<file path="src/rtl/imem_program_loader_pkg.sv">
// Shared definitions for the instruction-memory program loader:
// RV32I opcodes, command classes, loader states and immediate range helpers.
package imem_program_loader_pkg;

  localparam logic [6:0] R_TYPE = 7'b0110011;
  localparam logic [6:0] I_TYPE = 7'b0010011;
  localparam logic [6:0] LW     = 7'b0000011;
  localparam logic [6:0] SW     = 7'b0100011;
  localparam logic [6:0] BR     = 7'b1100011;
  localparam logic [6:0] JAL    = 7'b1101111;
  localparam logic [6:0] JALR   = 7'b1100111;

  typedef enum logic [2:0] {
    CLS_R    = 3'd0,
    CLS_I    = 3'd1,
    CLS_LW   = 3'd2,
    CLS_SW   = 3'd3,
    CLS_BR   = 3'd4,
    CLS_JAL  = 3'd5,
    CLS_JALR = 3'd6,
    CLS_RSVD = 3'd7
  } cmd_class_e;

  typedef enum logic [2:0] {
    ST_IDLE  = 3'd0,
    ST_LOAD  = 3'd1,
    ST_FLUSH = 3'd2,
    ST_DONE  = 3'd3,
    ST_ERR   = 3'd4
  } loader_state_e;

  // True when the 21-bit signed immediate lies in [-2048, 2047].
  function automatic logic fits_simm12(input logic [20:0] imm);
    return (imm[20:11] == '0) || (imm[20:11] == '1);
  endfunction

  // True when the 21-bit signed immediate lies in [-4096, 4095].
  function automatic logic fits_simm13(input logic [20:0] imm);
    return (imm[20:12] == '0) || (imm[20:12] == '1);
  endfunction

endpackage

</file>
<file path="src/rtl/imem_program_loader_if.sv">
// Command stream from the boot host and the imem write port of the loader.
// The host side is the master; the loader is the slave.
interface imem_program_loader_if #(
  parameter int ADDR_W = 9
);
  logic              cmd_valid;
  logic              cmd_ready;
  logic [2:0]        cmd_class;
  logic [2:0]        cmd_funct3;
  logic              cmd_funct7b5;
  logic [4:0]        cmd_rd;
  logic [4:0]        cmd_rs1;
  logic [4:0]        cmd_rs2;
  logic [20:0]       cmd_imm;
  logic              cmd_last;
  logic              imem_we;
  logic [ADDR_W-1:0] imem_addr;
  logic [31:0]       imem_wdata;

  modport master (
    output cmd_valid, cmd_class, cmd_funct3, cmd_funct7b5,
           cmd_rd, cmd_rs1, cmd_rs2, cmd_imm, cmd_last,
    input  cmd_ready, imem_we, imem_addr, imem_wdata
  );

  modport slave (
    input  cmd_valid, cmd_class, cmd_funct3, cmd_funct7b5,
           cmd_rd, cmd_rs1, cmd_rs2, cmd_imm, cmd_last,
    output cmd_ready, imem_we, imem_addr, imem_wdata
  );
endinterface

</file>
<file path="src/rtl/imem_program_loader_instr_encode.sv">
// Combinational RV32I encoder: turns a field-level command into a 32-bit
// instruction word and flags commands whose immediate or class cannot be encoded.
module instr_encode
  import imem_program_loader_pkg::*;
(
  input  logic [2:0]  cls,
  input  logic [2:0]  funct3,
  input  logic        funct7b5,
  input  logic [4:0]  rd,
  input  logic [4:0]  rs1,
  input  logic [4:0]  rs2,
  input  logic [20:0] imm,
  output logic [31:0] word,
  output logic        illegal
);

  // Per-class bit packing and immediate legality; shifts carry shamt in imm[4:0].
  always_comb begin
    word    = '0;
    illegal = 1'b0;
    case (cmd_class_e'(cls))
      CLS_R: begin
        word = {1'b0, funct7b5, 5'b00000, rs2, rs1, funct3, rd, R_TYPE};
      end
      CLS_I: begin
        if (funct3 == 3'b001 || funct3 == 3'b101) begin
          word    = {1'b0, funct7b5, 5'b00000, imm[4:0], rs1, funct3, rd, I_TYPE};
          illegal = (imm[20:5] != '0);
        end else begin
          word    = {imm[11:0], rs1, funct3, rd, I_TYPE};
          illegal = !fits_simm12(imm);
        end
      end
      CLS_LW: begin
        word    = {imm[11:0], rs1, 3'b010, rd, LW};
        illegal = !fits_simm12(imm);
      end
      CLS_SW: begin
        word    = {imm[11:5], rs2, rs1, 3'b010, imm[4:0], SW};
        illegal = !fits_simm12(imm);
      end
      CLS_BR: begin
        word    = {imm[12], imm[10:5], rs2, rs1, funct3, imm[4:1], imm[11], BR};
        illegal = !fits_simm13(imm) || imm[0];
      end
      CLS_JAL: begin
        word    = {imm[20], imm[10:1], imm[11], imm[19:12], rd, JAL};
        illegal = imm[0];
      end
      CLS_JALR: begin
        word    = {imm[11:0], rs1, 3'b000, rd, JALR};
        illegal = !fits_simm12(imm);
      end
      default: begin
        word    = '0;
        illegal = 1'b1;
      end
    endcase
  end

endmodule

</file>
<file path="src/rtl/imem_program_loader.sv">
// Boot-time program loader: accepts encoded-instruction commands, writes them
// sequentially into imem and keeps the core in reset until the session completes.
module imem_program_loader
  import imem_program_loader_pkg::*;
#(
  parameter int ADDR_W    = 9,
  parameter int BASE_ADDR = 0
) (
  input  logic                  clk,
  input  logic                  reset,
  input  logic                  start,
  imem_program_loader_if.slave  bus,
  output logic                  core_hold,
  output logic                  done,
  output logic                  err,
  output logic [ADDR_W:0]       word_count
);

  localparam logic [ADDR_W:0]   DEPTH = (ADDR_W+1)'(2**ADDR_W);
  localparam logic [ADDR_W-1:0] BASE  = ADDR_W'(BASE_ADDR);

  loader_state_e     state_q, state_d;
  logic [ADDR_W:0]   count_q, count_d;
  logic              imem_we_q, imem_we_d;
  logic [ADDR_W-1:0] imem_addr_q, imem_addr_d;
  logic [31:0]       imem_wdata_q, imem_wdata_d;
  logic              cmd_ready_q, cmd_ready_d;
  logic              done_q, done_d;
  logic              err_q, err_d;
  logic              core_hold_q, core_hold_d;

  logic [31:0]       enc_word;
  logic              enc_illegal;
  logic              accept;

  instr_encode u_encode (
    .cls      (bus.cmd_class),
    .funct3   (bus.cmd_funct3),
    .funct7b5 (bus.cmd_funct7b5),
    .rd       (bus.cmd_rd),
    .rs1      (bus.cmd_rs1),
    .rs2      (bus.cmd_rs2),
    .imm      (bus.cmd_imm),
    .word     (enc_word),
    .illegal  (enc_illegal)
  );

  assign accept = bus.cmd_valid & cmd_ready_q;

  // Next-state, write-port and status computation; outputs follow the next state.
  always_comb begin
    state_d      = state_q;
    count_d      = count_q;
    imem_we_d    = 1'b0;
    imem_addr_d  = imem_addr_q;
    imem_wdata_d = imem_wdata_q;
    case (state_q)
      ST_IDLE, ST_DONE: begin
        if (start) begin
          state_d = ST_LOAD;
          count_d = '0;
        end
      end
      ST_LOAD: begin
        if (accept) begin
          if (enc_illegal) begin
            state_d = ST_ERR;
          end else begin
            imem_we_d    = 1'b1;
            imem_addr_d  = BASE + count_q[ADDR_W-1:0];
            imem_wdata_d = enc_word;
            count_d      = count_q + (ADDR_W+1)'(1);
            if (bus.cmd_last) begin
              state_d = ST_FLUSH;
            end
          end
        end else if (bus.cmd_valid && count_q == DEPTH) begin
          state_d = ST_ERR;
        end
      end
      ST_FLUSH: state_d = ST_DONE;
      ST_ERR:   state_d = ST_ERR;
      default:  state_d = ST_IDLE;
    endcase
    cmd_ready_d = (state_d == ST_LOAD) && (count_d < DEPTH);
    done_d      = (state_d == ST_DONE);
    err_d       = (state_d == ST_ERR);
    core_hold_d = (state_d != ST_DONE);
  end

  // State, counter and registered outputs; reset drops any pending write.
  always_ff @(posedge clk) begin
    if (reset) begin
      state_q      <= ST_IDLE;
      count_q      <= '0;
      imem_we_q    <= 1'b0;
      imem_addr_q  <= BASE;
      imem_wdata_q <= '0;
      cmd_ready_q  <= 1'b0;
      done_q       <= 1'b0;
      err_q        <= 1'b0;
      core_hold_q  <= 1'b1;
    end else begin
      state_q      <= state_d;
      count_q      <= count_d;
      imem_we_q    <= imem_we_d;
      imem_addr_q  <= imem_addr_d;
      imem_wdata_q <= imem_wdata_d;
      cmd_ready_q  <= cmd_ready_d;
      done_q       <= done_d;
      err_q        <= err_d;
      core_hold_q  <= core_hold_d;
    end
  end

  assign bus.cmd_ready  = cmd_ready_q;
  assign bus.imem_we    = imem_we_q;
  assign bus.imem_addr  = imem_addr_q;
  assign bus.imem_wdata = imem_wdata_q;
  assign core_hold      = core_hold_q;
  assign done           = done_q;
  assign err            = err_q;
  assign word_count     = count_q;

endmodule

</file>
<file path="src/flat_wrapper.sv">
// flat-port wrapper written by rule: the top's interface ports become plain ports
module imem_program_loader_flat import imem_program_loader_pkg::*;
#(
  parameter int ADDR_W    = 9,
  parameter int BASE_ADDR = 0
)
  (clk, reset, start, core_hold, done, err, word_count, bus_cmd_valid, bus_cmd_class, bus_cmd_funct3, bus_cmd_funct7b5, bus_cmd_rd, bus_cmd_rs1, bus_cmd_rs2, bus_cmd_imm, bus_cmd_last, bus_cmd_ready, bus_imem_we, bus_imem_addr, bus_imem_wdata);
  imem_program_loader_if #(.ADDR_W(ADDR_W)) bus_i ();
  input  logic clk;
  input  logic reset;
  input  logic start;
  output logic core_hold;
  output logic done;
  output logic err;
  output logic [ADDR_W:0] word_count;
  input wire logic [$bits(bus_i.cmd_valid)-1:0] bus_cmd_valid;
  input wire logic [$bits(bus_i.cmd_class)-1:0] bus_cmd_class;
  input wire logic [$bits(bus_i.cmd_funct3)-1:0] bus_cmd_funct3;
  input wire logic [$bits(bus_i.cmd_funct7b5)-1:0] bus_cmd_funct7b5;
  input wire logic [$bits(bus_i.cmd_rd)-1:0] bus_cmd_rd;
  input wire logic [$bits(bus_i.cmd_rs1)-1:0] bus_cmd_rs1;
  input wire logic [$bits(bus_i.cmd_rs2)-1:0] bus_cmd_rs2;
  input wire logic [$bits(bus_i.cmd_imm)-1:0] bus_cmd_imm;
  input wire logic [$bits(bus_i.cmd_last)-1:0] bus_cmd_last;
  output wire logic [$bits(bus_i.cmd_ready)-1:0] bus_cmd_ready;
  output wire logic [$bits(bus_i.imem_we)-1:0] bus_imem_we;
  output wire logic [$bits(bus_i.imem_addr)-1:0] bus_imem_addr;
  output wire logic [$bits(bus_i.imem_wdata)-1:0] bus_imem_wdata;
  assign bus_i.cmd_valid = bus_cmd_valid;
  assign bus_i.cmd_class = bus_cmd_class;
  assign bus_i.cmd_funct3 = bus_cmd_funct3;
  assign bus_i.cmd_funct7b5 = bus_cmd_funct7b5;
  assign bus_i.cmd_rd = bus_cmd_rd;
  assign bus_i.cmd_rs1 = bus_cmd_rs1;
  assign bus_i.cmd_rs2 = bus_cmd_rs2;
  assign bus_i.cmd_imm = bus_cmd_imm;
  assign bus_i.cmd_last = bus_cmd_last;
  assign bus_cmd_ready = bus_i.cmd_ready;
  assign bus_imem_we = bus_i.imem_we;
  assign bus_imem_addr = bus_i.imem_addr;
  assign bus_imem_wdata = bus_i.imem_wdata;
  imem_program_loader #(.ADDR_W(ADDR_W), .BASE_ADDR(BASE_ADDR)) u_core (.clk(clk), .reset(reset), .start(start), .bus(bus_i), .core_hold(core_hold), .done(done), .err(err), .word_count(word_count));
endmodule
</file>
<file path="config.mk">
export PLATFORM = sky130hd
export DESIGN_NAME = imem_program_loader_flat
export DESIGN_NICKNAME = d
export VERILOG_FILES = /design/src/rtl/imem_program_loader_pkg.sv /design/src/rtl/imem_program_loader_if.sv /design/src/rtl/imem_program_loader_instr_encode.sv /design/src/rtl/imem_program_loader.sv /design/src/flat_wrapper.sv
export SDC_FILE = /design/constraint.sdc
export NUM_CORES = 1
export LEC_CHECK = 0
export BUFFER_PORTS_ARGS = -buffer_cell sky130_fd_sc_hd__buf_4
export CAP_MARGIN = 20
export CORE_UTILIZATION = 28
export CTS_CLUSTER_DIAMETER = 40
export DETAILED_ROUTE_END_ITERATION = 8
export SLEW_MARGIN = 20
export SYNTH_ARGS = -nofsm -noshare
export SYNTH_HDL_FRONTEND = slang
export SYNTH_SLANG_ARGS = --single-unit
</file>
<file path="constraint.sdc">
create_clock -name clk -period 5.2 [get_ports clk]
set_clock_uncertainty 0.15 [all_clocks]
set_input_delay 0.78 -clock clk [delete_from_list [all_inputs] [get_ports clk]]
set_output_delay 0.78 -clock clk [all_outputs]
set_load 0.02 [all_outputs]
</file>
; ---- Word-level counts from Yosys, hierarchy flattened
; Cells that the tools add are included.
[totals]
ff_bits = 59
latch_bits = 0
mem_bits_rw = 0
mem_bits_ro = 0
out_inout_bits = 56
memories = 0
[classes]
addsub = 1
n_mul = 0
div_mod_pow = 0
magnitude_cmp = 1
n_eq_ne = 19
n_shift = 0
muxes = 15
bitwise_logic = 4
reduce_logical = 17
[op_table]
columns = cell, n
row1 = 32-bit one-hot mux with 7 select lines, 1
row2 = 32-bit 2-to-1 mux, 1
row3 = 10-bit 2-to-1 mux, 3
row4 = "10-bit equality test, second input constant", 2
row5 = 10-bit one-hot mux with 2 select lines, 1
row6 = "3-bit equality test, second input constant", 6
row7 = 16-bit nonzero test, 1
row8 = "3-bit by 2-bit equality test with 1-bit output, second input constant", 5
row9 = 3-bit 2-to-1 mux, 5
row10 = "3-bit by 1-bit equality test with 1-bit output, second input constant", 4
row11 = 3-bit one-hot mux with 4 select lines, 1
row12 = "10-bit by 1-bit adder with 10-bit output, second input constant", 1
row13 = 10-bit zero test, 1
row14 = "10-bit less-than comparator, second input constant", 1
row15 = "9-bit equality test, second input constant", 1
row16 = 9-bit zero test, 1
row17 = 3-bit zero test, 2
row18 = 3-bit OR reduction, 2
row19 = 1-bit one-hot mux with 5 select lines, 1
row20 = 1-bit logical OR, 4
row21 = "3-bit by 2-bit inequality test with 1-bit output, second input constant", 1
row22 = 1-bit inverter, 3
row23 = 3-bit AND reduction, 1
row24 = 1-bit logical AND, 2
row25 = 4 further kinds, 6

; ---- Logic depth before layout (Yosys ltp)
[depth]
word_depth = 10
ltp_mapped = 9
ltp_nobuf = 7

; ---- Hierarchy
; Synthesis repeated with hierarchy kept, for this count alone.
[hier_totals]
hier_cells = 424
area_unflattened_um2 = 3194.3
[modules_own_cells]
columns = module, instances, cells_per_inst, area_per_inst_um2
row1 = imem_program_loader, 1, 292, 2389.8
row2 = instr_encode, 1, 132, 804.5

; ---- Least setup slack after synthesis
; No wires, ideal clock.
[synth_timing]
kind = input port to flip-flop
start = input port bus_cmd_imm[16]
end = register u_core.count_q[7], in the netlist u_core.word_count[7]
setup_ns = 0.070
arrival_ns = 2.548
setup_slack_ns = 2.432
cell_stages = 7
cell_sequence = nor4_2 nand3_1 or3_4 a41o_4 buf_6 or4_1 a21oi_1
[synth_via]
elab_chain_len = 8
elab_cells_between_ends = 15
[synth_lines]
columns = element, line
row1 = "start, declared", flat_wrapper.sv:23  ; input wire logic [$bits(bus_i.cmd_imm)-1:0] bus_cmd_imm;
row2 = 10-bit equality test (tied with other cells), imem_program_loader_pkg.sv:34  ; return (imm[20:11] == '0) || (imm[20:11] == '1);
row3 = "1-bit logical OR, on equally long branches", "imem_program_loader_pkg.sv:34, imem_program_loader_pkg.sv:39"
row4 = "1-bit zero test, on equally long branches", -
row5 = 1-bit 2-to-1 mux / 1-bit logical OR (equally long branches), "imem_program_loader_instr_encode.sv:26, imem_program_loader_instr_encode.sv:44"
row6 = 1-bit one-hot mux with 5 select lines *, imem_program_loader_instr_encode.sv:21  ; case (cmd_class_e'(cls))
row7 = 10-bit 2-to-1 mux *, imem_program_loader.sv:66  ; if (enc_illegal) begin
row8 = 10-bit 2-to-1 mux *, imem_program_loader.sv:65  ; if (accept) begin
row9 = 10-bit one-hot mux with 2 select lines *, imem_program_loader.sv:57  ; case (state_q)
row10 = "end signal, assigned", imem_program_loader.sv:105  ; count_q <= count_d;
row11 = "end, declared", imem_program_loader.sv:23  ; logic [ADDR_W:0] count_q, count_d;
; Mark *: on every way between the ends. The rest lies on a longest branch, timed or not.
; A chain may end at the register's enable or synchronous reset.

; ---- Final worst setup path
[layout_timing]
start = input port bus_cmd_class[1]
end = register u_core.imem_wdata_q[2], in the netlist u_core.bus.imem_wdata[2]
[layout_via]
elab_chain_len = 5
elab_cells_between_ends = 12
[layout_lines]
columns = element, line
row1 = "start, declared", flat_wrapper.sv:17  ; input wire logic [$bits(bus_i.cmd_class)-1:0] bus_cmd_class;
row2 = 3-bit equality test / 3-bit by 2-bit equality test with 1-bit output (equally long branches), imem_program_loader_instr_encode.sv:21
row3 = 3-bit OR reduction (no line), -
row4 = 1-bit one-hot mux with 5 select lines, imem_program_loader_instr_encode.sv:21
row5 = 1-bit inverter (no line), -
row6 = 3-bit AND reduction (no line), -
row7 = "end signal, assigned", imem_program_loader.sv:108  ; imem_wdata_q <= imem_wdata_d;
row8 = "end, declared", imem_program_loader.sv:26  ; logic [31:0] imem_wdata_q, imem_wdata_d;
; Parallel ways exist; a longest one is shown, timed or not.

==> metrics.csv <==
metric,value,unit
cell-by-cell listing of the critical path,"buf_4, nor2_1, a21oi_1, o2111ai_2, and2_1, buf_4, nand4_1, a21oi_1",
Max IR drop VDD,0.1042,mV
highest-delay cell along the critical path,and2_1,
Slew @ Worst Pin,0.8815,ns
clock latency reported for the late side of the worst-skew pair,0.33,ns
NumNets Final,522,
delay of the slowest critical-path stage,0.74,ns
result of the run,completed,
critical path capture point type,flip-flop,
ports placed on the boundary,104,
clock period minus worst slack,3.151,ns
top-count cell post-synth,dfxtp_1,
count of vias placed by the detailed router,3334,
register area share after synthesis,37.62,%
Core ar.,10510,um2
initial DRC count,161,
Routed met2 length,4.862,mm
switch share,28.48,%
Post-DP HPWL,6.996,mm
Die Height,107.0,um
flip-flop and latch count after synthesis,58,
area of the mapped netlist,3087,um2
number of buffers and inverters on the critical path,2,
diode count,0,
nets in the synthesized netlist,442,
pin count of the biggest net entering global routing,53,
sequential cell fraction of total power,46.2,%
Post-Synth Adder-Cell Area,0.8107,%
global placer's final weighted congestion,0.8376,
Max transition margin,41.04,%
RSZ-0062 raised after global routing,no,
CP Data Arrival Time,3.26,ns
xor-xnor portion of the synthesized cell area,0.2837,%
Clock Pin Slew Worst Setup and Hold Paths,0.06,ns
most frequent cells after synthesis,"dfxtp_1, a21oi_1, o21ai_0, nand3_1, clkbuf_1",
final global-route overflow total,0,
power after layout,983.7,uW
maximum fanout along the worst path,24,
number of standard-cell rows in the floorplan,37,
Post-Synthesis Cells,392,
category of cells accounting for the largest share of critical-path delay,simple AND/OR/NAND/NOR gates,
detailed-route wire length on metal 1,4.281,mm
area delta synth->final,32.23,%
final worst-path cycle share,60.59,%
detail-routed net length per standard cell,16.26,um
Post-synth EDFFs,0,
utilization after layout,38.84,%
Total Die Area,11450,um2
routed wire length on met3,645,um
fraction of final layout cells sized beyond drive strength 1,27.73,%
TritonCTS clock tree,built,
asr flop ratio synth,0,%
P_sw,280.1,uW
RR Startpoint,u_core.state_q[1],
combinational share of power,15.8,%
clock power share,38.0,%
"worst slack, placed",1.681,ns
master cell of the clock root buffer,clkbuf_8,
worst hold start,u_core.bus.imem_addr[1],
fraction of synthesized area in multiplexers,5.634,%
Final TNS setup,0,ns
die outline width,107.0,um
final wirelength,9.950,mm
synth unique cells,50,
leakage power summed over all cells,0.001585,uW
total routing usage reported by global routing,17.82,%
largest family of logic cells by synthesized area,compound AO/OA/AOI/OAI gates,
maximum clock path buffer count,2,
total CTS buffers,9,
final hold violations,0,
worst setup path class,input pin to flip-flop,
critical path launch point type,input pin,
total power density per cell area,241.0,nW/um2
hold buffer count at cts,0,
Crit path required time,5.31,ns
post-layout worst setup margin,2.049,ns
area fraction in compound gates after synthesis,26.63,%
Resized cells post-CTS,0,
critical path startpoint,bus_cmd_class[1],
Max Used Layer,met4,
Avg Inst Size Synth,7.874,um2
total of warnings raised by yosys,0,
setup violation total in the final timing report,0,
initial standard-cell utilization of the core,29.37,%
cell types with the largest area share after synthesis,"dfxtp_1, a21oi_1, o21ai_0",
path category of the worst min-delay check,flip-flop to flip-flop,
share of the synthesized area in the top cell type,37.62,%
number of detailed-route iterations in the first pass,4,
number of setup buffers added after CTS,0,
highest clock rate,317.4,MHz
Int Power,703.5,uW
vias in the first global route,3076,
most common flop cell mapped by yosys,dfxtp_1,
number of nets with antenna violations after detailed routing,0,
number of clock sinks,58,
simple-gate share of the synthesized area,23.06,%
number of levels the H-tree was split into,3,
first-pass GRT wire length,15.86,mm
final-report max-slew violation count,0,
DR DRC count,0,
number of antenna violations at the first check in global routing,0,
max-cap viol count,0,
detailed-route vias per instance,5.448,
number of buffers added on ports,103,
worst hold slack,0.3272,ns
cell taking the most area after synthesis,dfxtp_1,
==> per-layer routing <==
layer  track usage, %  vias to the layer above
met5                0                        -
met4            4.892                        0
met3            5.350                       14
met2            30.23                      113
met1            21.75                     1581
li1                 -                     1626
==> state kept, by name, indices dropped and copies added, names as in the netlist <==
signal	cells
u_core.bus.imem_wdata	31
u_core.core_hold	1
u_core.done	1
u_core.bus.imem_addr	9
u_core.err	1
u_core.bus.imem_we	1
u_core.word_count	10
u_core.state_q	3
u_core.bus.cmd_ready	1
==> cells by family after synthesis <==
group	count (synthesis)
AND/OR/NAND/NOR	135
multiplexers	17
flip-flops	58
buffers and inverters	45
AO/OA/AOI/OAI	134
adder cells (fa/ha/maj)	2
XOR/XNOR	1
==> path summary, 6_finish.rpt <==
kind / end / slack [ns] / cells after the start
max: u_core.bus.imem_wdata[2] / 2.05 / 8
min: u_core.bus.imem_addr[1] / 0.33 / 2
max reg2reg: u_core.bus.imem_wdata[2] / 2.78 / 6
min reg2reg: u_core.bus.imem_addr[1] / 0.33 / 2
==> layout by cell type, fill, tap and decap left out, types with 2 or more instances in the layout <==
master	n
ha_1	2
inv_1	7
mux2_2	3
a31oi_1	3
nor2_1	12
nor4_1	3
nand2b_1	7
buf_4	106
clkbuf_1	2
nand4_1	14
nand3_1	35
a21oi_1	57
a221oi_1	8
or3_1	3
o211ai_1	2
dfxtp_1	58
nand2_1	26
and3_1	5
o21ai_0	39
mux2i_1	14
nor2b_1	4
o31ai_1	4
clkbuf_8	11
or4_1	4
a211oi_1	2
nor3_1	14
a311oi_1	5
a31o_2	3
==> worst reg2reg max path, cell delays in order (launching register included) <==
cell and delay (ns):
dfxtp_1 0.36, nand2b_1 0.26, nor2_1 0.15, and2_1 0.69, buf_4 0.39, nand4_1 0.15
a21oi_1 0.18
==> power groups by stage <==
stage | registers [uW] | logic, uW | clock network (uW)
6_report | 454 | 156 | 374
5_1_grt | 454 | 171 | 406
4_1_cts | 454 | 155 | 384
3_5_place_dp | 464 | 155 | 0
3_3_place_gp | 464 | 154 | 0
2_1_floorplan | 467 | 86.7 | 0
==> through the flow <==
stage,cells,area [um2]
finish,612,4081
global route,612,4081
floorplan,392,3087
global placement,597,3910
CTS,612,4081
detailed placement,597,3910
==> final cells by class <==
cell class                      instances  area, um2
Clock buffer                           13      158.9
Clock inverter                          2      12.51
Fill cell                            1079       6427
Inverter                                8      30.03
Multi-Input combinational cell        289       1753
Sequential cell                        58       1161
Tap cell                              136      170.2
Timing Repair Buffer                  106      795.8
Note: power is estimated with default switching activity, not from simulation.
